## config.mk

```make
export PLATFORM = sky130hd
export DESIGN_NAME = rom_rd_arbiter
export DESIGN_NICKNAME = d
export VERILOG_FILES = /design/src/rtl/rom_rd_arbiter.sv
export SDC_FILE = /design/constraint.sdc
export NUM_CORES = 1
export LEC_CHECK = 0
export ABC_AREA = 0
export CAP_MARGIN = 15
export CORE_UTILIZATION = 43
export CTS_CLUSTER_DIAMETER = 30
export DETAILED_ROUTE_END_ITERATION = 16
export PLACE_DENSITY = 0.84
export SETUP_SLACK_MARGIN = 0.15
export SYNTH_ARGS = -nofsm -noshare
export SYNTH_HDL_FRONTEND = slang
export SYNTH_SLANG_ARGS = --single-unit
```

## constraint.sdc

```tcl
create_clock -name clk -period 2.4 [get_ports clk]
set_clock_uncertainty 0.2 [all_clocks]
set_input_delay 0.48 -clock clk [delete_from_list [all_inputs] [get_ports clk]]
set_output_delay 0.48 -clock clk [all_outputs]
set_load 0.03 [all_outputs]
```

## src/rtl/rom_rd_arbiter.sv

```systemverilog
// Two-requester round-robin arbiter in front of a single-port ROM. A granted burst
// issues len consecutive read strobes (wrapping at DATA_DEPTH) and returns each ROM
// word as a registered response tagged with the requester id and a last-word flag.
module rom_rd_arbiter #(
    parameter int unsigned ADDR_WD    = 8,
    parameter int unsigned DATA_WD    = 8,
    parameter int unsigned DATA_DEPTH = 48,
    parameter int unsigned LEN_WD     = 6
) (
    input  logic               clk,
    input  logic               reset,
    input  logic               req0_vld,
    input  logic [ADDR_WD-1:0] req0_addr,
    input  logic [LEN_WD-1:0]  req0_len,
    output logic               req0_rdy,
    input  logic               req1_vld,
    input  logic [ADDR_WD-1:0] req1_addr,
    input  logic [LEN_WD-1:0]  req1_len,
    output logic               req1_rdy,
    output logic               rom_rd_vld,
    output logic [ADDR_WD-1:0] rom_rd_addr,
    input  logic [DATA_WD-1:0] rom_rd_data,
    input  logic               rom_rd_data_out_vld,
    output logic               rsp_vld,
    output logic [DATA_WD-1:0] rsp_data,
    output logic               rsp_id,
    output logic               rsp_last,
    output logic               busy
);

    typedef enum logic [1:0] {StIdle, StIssue, StDrain} state_e;

    // Highest legal ROM address; anything at or above it wraps to 0 on increment.
    localparam logic [ADDR_WD-1:0] LastAddr = ADDR_WD'(DATA_DEPTH - 1);

    state_e             state_q, state_d;
    logic [ADDR_WD-1:0] addr_q, addr_d;
    logic [LEN_WD-1:0]  cnt_q, cnt_d;
    logic               id_q, id_d;
    logic               prio_q, prio_d;   // requester favoured on the next contention
    logic               strb_q;           // a strobe was issued last cycle
    logic               strb_last_q;      // ...and it was the final strobe of the burst
    logic               rsp_vld_q, rsp_id_q, rsp_last_q;
    logic [DATA_WD-1:0] rsp_data_q;

    logic               grant;
    logic               grant_id;
    logic [LEN_WD-1:0]  len_sel;
    logic               rsp_take;

    // Round-robin pick: on contention the favoured requester wins, else whoever asks.
    always_comb begin
        grant_id = 1'b0;
        if (req0_vld && req1_vld) begin
            grant_id = prio_q;
        end else begin
            grant_id = req1_vld;
        end
    end

    // Accept only in IDLE and never while reset is asserted, so outputs read 0 under reset.
    assign grant    = (state_q == StIdle) && !reset && (req0_vld || req1_vld);
    assign req0_rdy = grant && !grant_id;
    assign req1_rdy = grant && grant_id;
    assign len_sel  = grant_id ? req1_len : req0_len;

    // Burst sequencing: latch the winner, step address/count per strobe, wait for last word.
    always_comb begin
        state_d = state_q;
        addr_d  = addr_q;
        cnt_d   = cnt_q;
        id_d    = id_q;
        prio_d  = prio_q;
        unique case (state_q)
            StIdle: begin
                if (grant) begin
                    state_d = StIssue;
                    addr_d  = grant_id ? req1_addr : req0_addr;
                    cnt_d   = (len_sel == '0) ? LEN_WD'(1) : len_sel;
                    id_d    = grant_id;
                    prio_d  = ~grant_id;
                end
            end
            StIssue: begin
                addr_d = (addr_q >= LastAddr) ? '0 : addr_q + 1'b1;
                cnt_d  = cnt_q - 1'b1;
                if (cnt_q == LEN_WD'(1)) begin
                    state_d = StDrain;
                end
            end
            StDrain: begin
                if (rsp_vld_q && rsp_last_q) begin
                    state_d = StIdle;
                end
            end
            default: state_d = StIdle;
        endcase
    end

    // Control state registers.
    always_ff @(posedge clk or posedge reset) begin
        if (reset) begin
            state_q <= StIdle;
            addr_q  <= '0;
            cnt_q   <= '0;
            id_q    <= 1'b0;
            prio_q  <= 1'b0;
        end else begin
            state_q <= state_d;
            addr_q  <= addr_d;
            cnt_q   <= cnt_d;
            id_q    <= id_d;
            prio_q  <= prio_d;
        end
    end

    assign rom_rd_vld  = (state_q == StIssue);
    assign rom_rd_addr = rom_rd_vld ? addr_q : '0;
    assign busy        = (state_q != StIdle);

    // ROM data is only trusted when it lines up with a strobe from the current burst.
    assign rsp_take = rom_rd_data_out_vld && strb_q;

    // Strobe tags delayed to meet the ROM data, then the registered response stage.
    always_ff @(posedge clk or posedge reset) begin
        if (reset) begin
            strb_q      <= 1'b0;
            strb_last_q <= 1'b0;
            rsp_vld_q   <= 1'b0;
            rsp_data_q  <= '0;
            rsp_id_q    <= 1'b0;
            rsp_last_q  <= 1'b0;
        end else begin
            strb_q      <= rom_rd_vld;
            strb_last_q <= rom_rd_vld && (cnt_q == LEN_WD'(1));
            rsp_vld_q   <= rsp_take;
            rsp_data_q  <= rsp_take ? rom_rd_data : '0;
            rsp_id_q    <= rsp_take && id_q;
            rsp_last_q  <= rsp_take && strb_last_q;
        end
    end

    assign rsp_vld  = rsp_vld_q;
    assign rsp_data = rsp_data_q;
    assign rsp_id   = rsp_id_q;
    assign rsp_last = rsp_last_q;

endmodule
```

* Word level (Yosys, flattened, before mapping) *
Cells that the tools add are included.

word-level totals
  output and inout port bits = 23
  logic and storage cells = 56
  flip-flop bits (word level) = 31

cells by class
  multiplexer cells = 15
  bitwise logic cells = 1
  add/sub/neg operators = 2
  reduce and logical (&&, ||, !) cells = 20
  order comparisons = 1
  equal/unequal tests = 6

operators with widths
  operator                                              count
  two-way mux 8 bit                                     5
  two-way mux 6 bit                                     3
  case mux 8 bit (2 select lines)                       1
  case mux 6 bit (2 select lines)                       1
  logical AND 1 bit                                     10
  adder 8 x 1 -> 8 bit (second input constant)          1
  >= comparator 8 x 6 -> 1 bit (second input constant)  1
  equality test 6 x 1 -> 1 bit (second input constant)  1
  zero test 6 bit                                       1
  two-way mux 2 bit                                     3
  case mux 2 bit (3 select lines)                       1
  subtractor 6 x 1 -> 6 bit (second input constant)     1
  != test 2 bit (second input constant)                 2
  AND reduction 2 bit                                   2
  nonzero test 2 bit                                    2
  AND reduction 3 bit                                   1
  equality test 2 x 1 -> 1 bit (second input constant)  1
  equality test 2 bit (second input constant)           1
  zero test 1 bit                                       2
  zero test 2 bit                                       1
  != test 2 x 1 -> 1 bit (second input constant)        1
  logical OR 1 bit                                      1
  two-way mux 1 bit                                     1
  inverter 1 bit                                        1

* Longest topological paths before layout *
Gate-level depths: netlist (run 1).

  word-level depth = 7
  mapped depth = 7
  mapped depth without buffers = 6

* Worst setup path before layout (run 1) *
Ideal clock, no wire load.

  kind = register -> output
  start point = reg state_q[1]
  end point = out req0_rdy
  setup slack = -0.171 ns
  buffers on the path = 2
  cell stages (with the launch flop) = 6
  data arrival time = 1.891 ns
  cell sequence = dfrtp_1 > or2_1 > or2_1 > clkbuf_1 > clkbuf_1 > a21oi_1

on the way
  word-level cells in the longest chain between the ends = 4

RTL lines
  element                          RTL line  RTL
  start, declared                  36        state_e state_q, state_d;
  start signal, assigned           103       state_q <= StIdle;
  start signal, assigned           109       state_q <= state_d;
  zero test 2 bit                  62        assign grant = (state_q == StIdle) && !reset && (req0_vld || req1_vld);
  logical AND 1 bit (2 in series)  62
  logical AND 1 bit                63        assign req0_rdy = grant && !grant_id;
  end, declared                    15        output logic req0_rdy,

Every way passes these cells.

* Worst setup path after layout (run 1) *
  start point = reg state_q[0]
  end point = out rom_rd_addr[2]

on the way
  word-level cells in the longest chain between the ends = 2

RTL lines
  element                       RTL line  RTL
  equality test 2 x 1 -> 1 bit  117       assign rom_rd_vld = (state_q == StIssue);
  two-way mux 8 bit             118       assign rom_rd_addr = rom_rd_vld ? addr_q : '0;
  end, declared                 21        output logic [ADDR_WD-1:0] rom_rd_addr,

Every way passes these cells.

==> run_results.csv, run 1 <==
group,metric,value,unit
status,status,"finished, final reports clean",
floorplanning,core_area,3442,µm²
floorplanning,start_util,46.27,%
synth,syn_inst,159,
power,net-switching-power,0.001069,W
synth,syn-num-nets,203,
detailed_routing,wl_met1,1773,µm
power,seqPwrFrac,32.9,%
worst_setup_path,crit_type,"flop to output port",
sta,finalSetupTns,0,ps
power,p_int,0.001515,W
finish,nFillCells,276,
synth,synth_area_leader_cell,"dfrtp_1",
synth,synth_top_cell_area_share,48.70,%
detailed_routing,drt-total-wl,4046,µm
grt,track_usage,22.33,%
floorplanning,rows,21,
synth,syn_area,1593,µm²
worst_setup_path,end_kind,"output port",
grt,grt_pass1_vias,1510,
grt,grt_pass1_wl,6865,µm
placed_design,routabilityCongestion,0.8684,
synth,yosysSeqAreaShare,48.70,%
worst_setup_path,max_stage_delay,410,ps
detailed_routing,dr.pass1.iters,4,
synth,synthArstFlopShare,100.0,%
synth,syn_avg_cell_area,10.02,µm²
detailed_routing,routed-via-count,1526,
hold_path,hold_class,"primary input to asynchronous set/reset pin",
worst_setup_path,path_max_fanout,19,
synth,synth_top_cells_by_count,"dfrtp_1 (31), nor2_1 (13), and3_1 (12)",
power,ir_worst_vdd,498.2,µV
power,power_density,1040,nW/µm²
power,p_leak,1.182,nW
worst_setup_path,reg2reg_to,"addr_q[2]$_DFFE_PP0P_",
sta,finalSetupViolations,0,
floorplanning,die_y,62.86,µm
worst_setup_path,r2r_slack,350,ps
synth,yosysWarnings,0,
sta,finalHoldViolCount,0,
sta,slew-limit-headroom,73.74,%
cts,clk_latency,280,ps
sta,period_share,92.94,%
run,maxCapViolCount,0,
detailed_routing,drc,0,
finish,fin_util,72.19,%
synth,synth_most_common_cell,"dfrtp_1",
cts,clock-sinks,31,
cts,cts.path.max_buffers,2,
finish,synthToLayoutAreaGrowth,56.01,%
placed_design,hpwl,2893,µm
floorplanning,ios,64,
synth,ys_ff_latch,31,
finish,layout.nets,283,
grt,overflow,0,
synth,synth_area_leaders,"dfrtp_1 (49%), mux2i_1 (6.9%), and3_1 (4.7%)",
floorplanning,chipWidth,62.86,µm
synth,synth-edff-count,0,
worst_setup_path,critPathSlowestCell,"dfrtp_1",
cts,numCtsBuffers,5,
synth,synthDistinctLibCells,42,
sta,final_max_slew_viol_count,0,
worst_setup_path,crit_path_start_kind,"flop",
detailed_routing,met3WireLength,242,µm
placed_design,portBuffers,63,
sta,min_period,2231,ps
finish,drive_above_1_share,18.33,%
worst_setup_path,worstReg2RegStart,"addr_q[0]$_DFFE_PP0P_",
power,power_frac_clock,14.9,%
cts,h-tree-depth,2,
worst_setup_path,path_cells,"nand2b_1 -> clkinv_1 -> buf_12 -> and2_1 -> clkdlybuf4s15_1",
worst_setup_path,worst_ep_arrival_time,1550,ps
sta,max_freq,0.4483,GHz
detailed_routing,met2_length,1991,µm
worst_setup_path,rr_worst_depth,6,
sta,tightest_slew,393.9,ps
cts,clkTransAtPathRegs,70,ps
detailed_routing,ant_nets,0,
sta,rsz0062_at_grt,"true",
detailed_routing,top_layer,"met4",
worst_setup_path,worstPathRequired,1720,ps
power,p_sw_share,41.37,%
power,comb_power_share,52.1,%
floorplanning,die_area,3951,µm²
grt,grt_max_degree,32,
finish,antennaDiodeCount,0,
synth,synth_flop_cell,"dfrtp_1",
detailed_routing,first_iter_violations,60,
detailed_routing,routedWlPerCell,14.15,µm
cts,cts_tree,"done",
cts,cts-root-buf,"clkbuf_8",
grt,antenna_found_initial,0,
detailed_routing,viasPerCell,5.336,
==> worst max path at each step <==
stage | to | startpoint | cells after the start | slack (ps)
after floorplan | req0_rdy | state_q[1]$_DFFE_PP0P_ | 5 | 50
after global placement | req1_rdy | reset | 5 | 50
after detailed placement | req1_rdy | reset | 5 | 7
after CTS | req0_rdy | state_q[1]$_DFFE_PP0P_ | 5 | 120
after global routing | rom_rd_addr[2] | state_q[0]$_DFFE_PP0P_ | 5 | 70
final | rom_rd_addr[2] | state_q[0]$_DFFE_PP0P_ | 5 | 170
==> worst max-delay path, delay by kind of cell, from the launching register on <==
kind / cells / cell delay (ps)
AND/OR/NAND/NOR: 2 / 260
buffers and inverters: 3 / 590
flip-flops: 1 / 410
==> power by group through the flow <==
stage / clock network [W] / registers (W) / logic [W]
after floorplan: 0 / 0.000869 / 0.000818
after global placement: 0 / 0.000852 / 0.00133
after detailed placement: 0 / 0.000861 / 0.00136
after CTS: 0.000401 / 0.000851 / 0.00135
after global routing: 0.000426 / 0.000885 / 0.00147
final: 0.000386 / 0.000851 / 0.00135
==> registers in the layout (all words and copies together) (netlist names) <==
name and flops:
rsp_last 1, id_q 1, prio_q 1, cnt_q 6, strb_q 1, rsp_data 8, addr_q 8, state_q 2
rsp_id 1, strb_last_q 1, rsp_vld 1
==> kinds of logic (layout without fill, tap and decap cells) <==
group / Yosys count / in the layout / share of synthesized area (%)
AOI/OAI and AO/OA: 40 / 40 / 17.21
muxes: 12 / 12 / 7.620
DFF: 31 / 31 / 48.70
buffers and inverters: 13 / 94 / 3.613
adders and majority gates: 3 / 3 / 2.357
and+or+nand+nor: 60 / 60 / 20.50
==> area by class of cell <==
cell class / count / area [µm²] / share of cell area (%)
Clock inverter: 3 / 15.01 / 0.6042
Timing Repair Buffer: 80 / 748.2 / 30.11
Multi-Input combinational cell: 115 / 797.0 / 32.07
Tap cell: 46 / 57.56 / 2.316
Inverter: 6 / 22.52 / 0.9063
Sequential cell: 31 / 775.7 / 31.22
Clock buffer: 5 / 68.82 / 2.769
==> per-layer routing <==
metal / track usage, % / up-vias
li1: - / 745
met1: 27.46 / 703
met2: 37.77 / 74
met3: 5.292 / 4
met4: 7.849 / 0
met5: 0 / -
==> repair_timing <==
| action | CTS | global route |
|---|---|---|
| setup endpoints to repair | 12 | 10 |
| gates resized for setup | 27 | 10 |
| pin swaps | 2 | 2 |
| buffers inserted | 3 | 2 |
| hold buffers | 0 | 0 |
==> through the flow <==
step	instances	setup WS, ps	hold slack [ps]	area (µm²)	total power, W
2_1_floorplan	159	51.68	241.5	1608	0.001687
3_3_place_gp	273	46.35	255.6	2370	0.002180
3_5_place_dp	273	7.406	272.5	2370	0.002216
4_1_cts	284	117.0	237.1	2501	0.002601
5_1_grt	286	65.08	271.9	2485	0.002783
6_report	286	169.4	252.0	2485	0.002585
==> placed cells by master (no fill, tap or decap), types with 3 or more instances in the layout <==
master            n
a21o_1            3
a21oi_1           6
and2_1            9
and3_1           12
buf_4            14
buf_6             3
clkbuf_2          7
clkbuf_8          5
clkdlybuf4s50_1  48
clkinv_2          3
dfrtp_1          31
dlygate4sd2_1     5
ha_1              3
inv_1             5
mux2i_1          11
nand2_1           6
nand3_1           5
nor2_1           12
o21ai_0           9
Note: power is estimated with default switching activity, not from simulation.
==> run 2, diff against run 1 <==
--- a/config.mk
+++ b/config.mk
@@ -7,6 +7,7 @@
 export LEC_CHECK = 0
 export ABC_AREA = 0
 export CAP_MARGIN = 15
+export CORE_MARGIN = 3
 export CORE_UTILIZATION = 43
 export CTS_CLUSTER_DIAMETER = 30
 export DETAILED_ROUTE_END_ITERATION = 16
==> run_results.csv, run 2 (same netlist as run 1, synthesis figures left out) <==
group,metric,value,unit
power,power_frac_clock,15.0,%
sta,finalHoldViolCount,0,
power,comb_power_share,51.9,%
cts,cts.path.max_buffers,2,
sta,hold_slack,227.2,ps
worst_setup_path,crit_path_start_kind,"flop",
sta,finalSetupTns,0,ps
worst_setup_path,path_max_fanout,3,
grt,track_usage,20.46,%
detailed_routing,drt-total-wl,4190,µm
worst_setup_path,reg2reg_to,"addr_q[2]$_DFFE_PP0P_",
floorplanning,core_area,3442,µm²
detailed_routing,first_iter_violations,78,
worst_setup_path,worstSetupStartpoint,"state_q[1]$_DFFE_PP0P_",
cts,cts-root-buf,"clkbuf_8",
sta,final_max_slew_viol_count,0,
cts,clock-sinks,31,
power,p_leak,1.167,nW
finish,synthToLayoutAreaGrowth,55.07,%
placed_design,preCtsSetupSlack,-20.85,ps
power,ir_worst_vdd,552.9,µV
sta,tightest_slew,396.2,ps
floorplanning,start_util,46.27,%
grt,overflow,0,
floorplanning,die_y,66.86,µm
floorplanning,rows,21,
cts,cts_tree,"done",
sta,fin_ws,184.8,ps
sta,min_period,2215,ps
sta,rsz0062_at_grt,"true",
run,maxCapViolCount,0,
cts,clkTransAtPathRegs,70,ps
placed_design,routabilityCongestion,0.8377,
power,p_total,0.002589,W
power,net-switching-power,0.001073,W
detailed_routing,dr.pass1.iters,4,
grt,grt_pass1_wl,6796,µm
status,status,"finished, final reports clean",
cts,numCtsBuffers,5,
power,seqPwrFrac,33.1,%
sta,max_freq,0.4514,GHz
detailed_routing,ant_nets,0,
worst_setup_path,end_kind,"output port",
floorplanning,die_area,4470,µm²
detailed_routing,routedWlPerCell,14.81,µm
placed_design,dp_cells,272,
hold_path,hold_class,"primary input to asynchronous set/reset pin",
detailed_routing,viasPerCell,5.240,
sta,finalSetupViolations,0,
sta,slew-limit-headroom,73.58,%
worst_setup_path,crit_type,"flop to output port",
worst_setup_path,r2r_slack,400,ps
cts,cts.hold.buffers_added,0,
finish,final_cell_mix,"clkdlybuf4s50_1 (48), dfrtp_1 (31), nor2_1 (12), and3_1 (12)",
power,p_sw_share,41.45,%
power,power_density,1048,nW/µm²
placed_design,portBuffers,63,
finish,fin_cells,283,
finish,layout.nets,280,
grt,grt_pass1_vias,1481,
power,p_int,0.001516,W
worst_setup_path,cp-endpoint,"req0_rdy",
grt,antenna_found_initial,0,
cts,h-tree-depth,2,
finish,drive_above_1_share,17.72,%
placed_design,hpwl,3224,µm
finish,antennaDiodeCount,0,
grt,grt_max_degree,32,
worst_setup_path,rr_worst_depth,6,
cts,clk_latency,290,ps
detailed_routing,drc,0,
finish,layout_commonest_cell,"clkdlybuf4s50_1",
floorplanning,ios,64,
detailed_routing,routed-via-count,1483,
floorplanning,chipWidth,66.86,µm
finish,nFillCells,266,
sta,period_share,92.30,%
worst_setup_path,worstPathRequired,1720,ps
worst_setup_path,worstReg2RegStart,"addr_q[0]$_DFFE_PP0P_",
worst_setup_path,worst_ep_arrival_time,1540,ps
## run 2: layer usage
metal | GRT usage, % | wire [µm] | vias to the layer above
li1 | - | - | 734
met3 | 5.902 | 278 | 6
met5 | 0 | 0 | -
met2 | 33.66 | 1999 | 55
met4 | 7.595 | 67 | 0
met1 | 25.24 | 1845 | 688
## run 2: layout make-up
type	instances	area, µm²	area share (%)
flip-flops and latches	31	775.7	31.41
repair buffers	77	733.2	29.69
inverters	6	22.52	0.9119
clock inverters	3	15.01	0.6079
well taps	46	57.56	2.330
clock buffers	5	68.82	2.786
multi-input cells	115	797.0	32.27
## run 2: stage by stage
step	utilization, %	cell area (µm²)
3_5_place_dp	68.63	2362
6_report	71.76	2470
3_3_place_gp	68.63	2362
2_1_floorplan	-	1608
5_1_grt	71.76	2470
4_1_cts	72.59	2499
## run 2: critical path, cell delays in order, from the launching register on
cell,delay [ps]
dfrtp_1,380
buf_6,120
or2_4,230
or2_4,260
a21oi_4,120
buf_6,140
## run 2: worst min path at each step
stage	slack, ps	endpoint	startpoint	depth (start not counted)
after CTS	230	rsp_id$_DFF_PP0_	reset	3
after global placement	270	rsp_last$_DFF_PP0_	strb_last_q$_DFF_PP0_	1
after floorplan	240	id_q$_DFFE_PP0P_	id_q$_DFFE_PP0P_	1
after global routing	270	rsp_data[2]$_DFF_PP0_	reset	3
final	230	rsp_data[6]$_DFF_PP0_	reset	3
after detailed placement	280	rsp_last$_DFF_PP0_	strb_last_q$_DFF_PP0_	1
## run 2: what timing repair did
item	CTS	global route
resized for setup	31	7
buffers inserted	3	0
pin swaps	3	1
setup endpoints to repair	12	8
## run 2: power groups by stage
stage	clock, W	sequential (W)	combinational [W]
after CTS	0.000397	0.000856	0.00137
after global routing	0.000426	0.000887	0.00147
after floorplan	0	0.000869	0.000818
after detailed placement	0	0.000863	0.00136
final	0.000388	0.000858	0.00134
after global placement	0	0.000852	0.00133
==> run 3, diff against run 2 <==
--- a/config.mk
+++ b/config.mk
@@ -12,7 +12,6 @@
 export CTS_CLUSTER_DIAMETER = 30
 export DETAILED_ROUTE_END_ITERATION = 16
 export PLACE_DENSITY = 0.84
-export SETUP_SLACK_MARGIN = 0.15
 export SYNTH_ARGS = -nofsm -noshare
 export SYNTH_HDL_FRONTEND = slang
 export SYNTH_SLANG_ARGS = --single-unit
==> run_results.csv, run 3 (same netlist as run 1, synthesis figures left out) <==
group,metric,value,unit
grt,track_usage,20.31,%
hold_path,hold_class,"flop to flop",
worst_setup_path,crit_path_start_kind,"primary input",
worst_setup_path,rr_worst_depth,7,
grt,overflow,0,
cts,cts_tree,"done",
worst_setup_path,crit_type,"primary input to output port",
floorplanning,die_area,4470,µm²
sta,finalHoldViolCount,0,
finish,nFillCells,264,
floorplanning,rows,21,
run,maxCapViolCount,0,
detailed_routing,ant_nets,0,
worst_setup_path,end_kind,"output port",
cts,numCtsBuffers,5,
hold_path,whs_path_depth,1,
cts,post-cts-setup-buffer-count,0,
worst_setup_path,worst_ep_arrival_time,1640,ps
finish,antennaDiodeCount,0,
floorplanning,die_y,66.86,µm
placed_design,hpwl,3251,µm
sta,rsz0062_at_grt,"false",
power,power_density,1050,nW/µm²
cts,cts-root-buf,"clkbuf_8",
finish,design_area,2477,µm²
sta,fin_ws,80.34,ps
grt,antenna_found_initial,0,
finish,final_cell_mix,"clkdlybuf4s50_1 (51), dfrtp_1 (31), nor2_1 (12), and3_1 (12), buf_4 (12)",
sta,finalSetupTns,0,ps
sta,slew-limit-headroom,62.41,%
placed_design,portBuffers,63,
worst_setup_path,worstReg2RegStart,"state_q[1]$_DFFE_PP0P_",
detailed_routing,met2_length,1910,µm
placed_design,preCtsSetupSlack,40.47,ps
floorplanning,start_util,46.27,%
sta,min_period,2320,ps
worst_setup_path,r2r_slack,320,ps
finish,synthToLayoutAreaGrowth,55.54,%
power,p_leak,1.189,nW
worst_setup_path,worstPathRequired,1720,ps
detailed_routing,viasPerCell,5.305,
floorplanning,chipWidth,66.86,µm
placed_design,placed_area,2367,µm²
finish,layout_commonest_cell,"clkdlybuf4s50_1",
detailed_routing,drc,0,
detailed_routing,top_layer,"met4",
grt,grt_max_degree,20,
floorplanning,core_area,3442,µm²
grt,grt_pass1_wl,6637,µm
finish,layout.nets,279,
detailed_routing,first_iter_violations,45,
placed_design,routabilityCongestion,0.8417,
grt,grt_pass1_vias,1482,
cts,clk_latency,280,ps
cts,clock-sinks,31,
worst_setup_path,reg2reg_to,"addr_q[5]$_DFFE_PP0P_",
detailed_routing,met3WireLength,328,µm
worst_setup_path,path_max_fanout,3,
cts,cts.path.max_buffers,2,
finish,drive_above_1_share,12.71,%
cts,cts.hold.buffers_added,0,
detailed_routing,routedWlPerCell,14.46,µm
floorplanning,ios,64,
sta,max_freq,0.4311,GHz
sta,finalSetupViolations,0,
detailed_routing,wl_met1,1771,µm
sta,final_max_slew_viol_count,0,
power,ir_worst_vdd,542.9,µV
detailed_routing,drt-total-wl,4077,µm
worst_setup_path,worstSetupStartpoint,"reset",
detailed_routing,routed-via-count,1496,
cts,clkTransAtPathRegs,60,ps
worst_setup_path,cp-endpoint,"req0_rdy",
cts,h-tree-depth,2,
cts,cts_resized,9,
sta,tightest_slew,563.2,ps
status,status,"finished, final reports clean",
detailed_routing,dr.pass1.iters,5,
sta,period_share,96.65,%
-- run 3: power by group --
group | internal (W) | switching, W
Sequential | 0.000696 | 0.000153
Combinational | 0.000595 | 0.000716
Clock | 0.000261 | 0.000179
-- run 3: how the worst min path moves through the flow --
stage	from	endpoint
after floorplan	id_q$_DFFE_PP0P_	id_q$_DFFE_PP0P_
after global placement	id_q$_DFFE_PP0P_	id_q$_DFFE_PP0P_
after detailed placement	id_q$_DFFE_PP0P_	id_q$_DFFE_PP0P_
after CTS	id_q$_DFFE_PP0P_	id_q$_DFFE_PP0P_
after global routing	id_q$_DFFE_PP0P_	id_q$_DFFE_PP0P_
final	id_q$_DFFE_PP0P_	id_q$_DFFE_PP0P_
-- run 3: final cells by class --
| type | count | area [µm²] | share of cell area (%) |
|---|---|---|---|
| Tap cell | 46 | 57.56 | 2.323 |
| Clock buffer | 8 | 100.1 | 4.040 |
| Timing Repair Buffer | 76 | 747.0 | 30.15 |
| Inverter | 6 | 23.77 | 0.9596 |
| Multi-Input combinational cell | 115 | 773.2 | 31.21 |
| Sequential cell | 31 | 775.7 | 31.31 |
-- run 3: worst max-delay path, stage by stage --
cell,delay (ps)
clkdlybuf4s50_1,420
o21bai_1,180
or2_4,280
a21oi_2,100
buf_4,170
-- run 3: through the flow --
stage / hold slack, ps / utilization, % / total power [W] / instances
4_1_cts: 292.5 / 71.43 / 0.002608 / 282
6_report: 290.5 / 71.97 / 0.002601 / 282
5_1_grt: 305.8 / 71.97 / 0.002817 / 282
3_5_place_dp: 277.7 / 68.77 / 0.002207 / 274
2_1_floorplan: 241.5 / - / 0.001679 / 159
3_3_place_gp: 251.1 / 68.77 / 0.002160 / 274
-- run 3: metal layers --
| layer | vias to the layer above | global-route usage [%] |
|---|---|---|
| met5 | - | 0 |
| met4 | 0 | 8.608 |
| met3 | 7 | 5.396 |
| met2 | 66 | 32.55 |
| met1 | 688 | 25.70 |
| li1 | 735 | - |
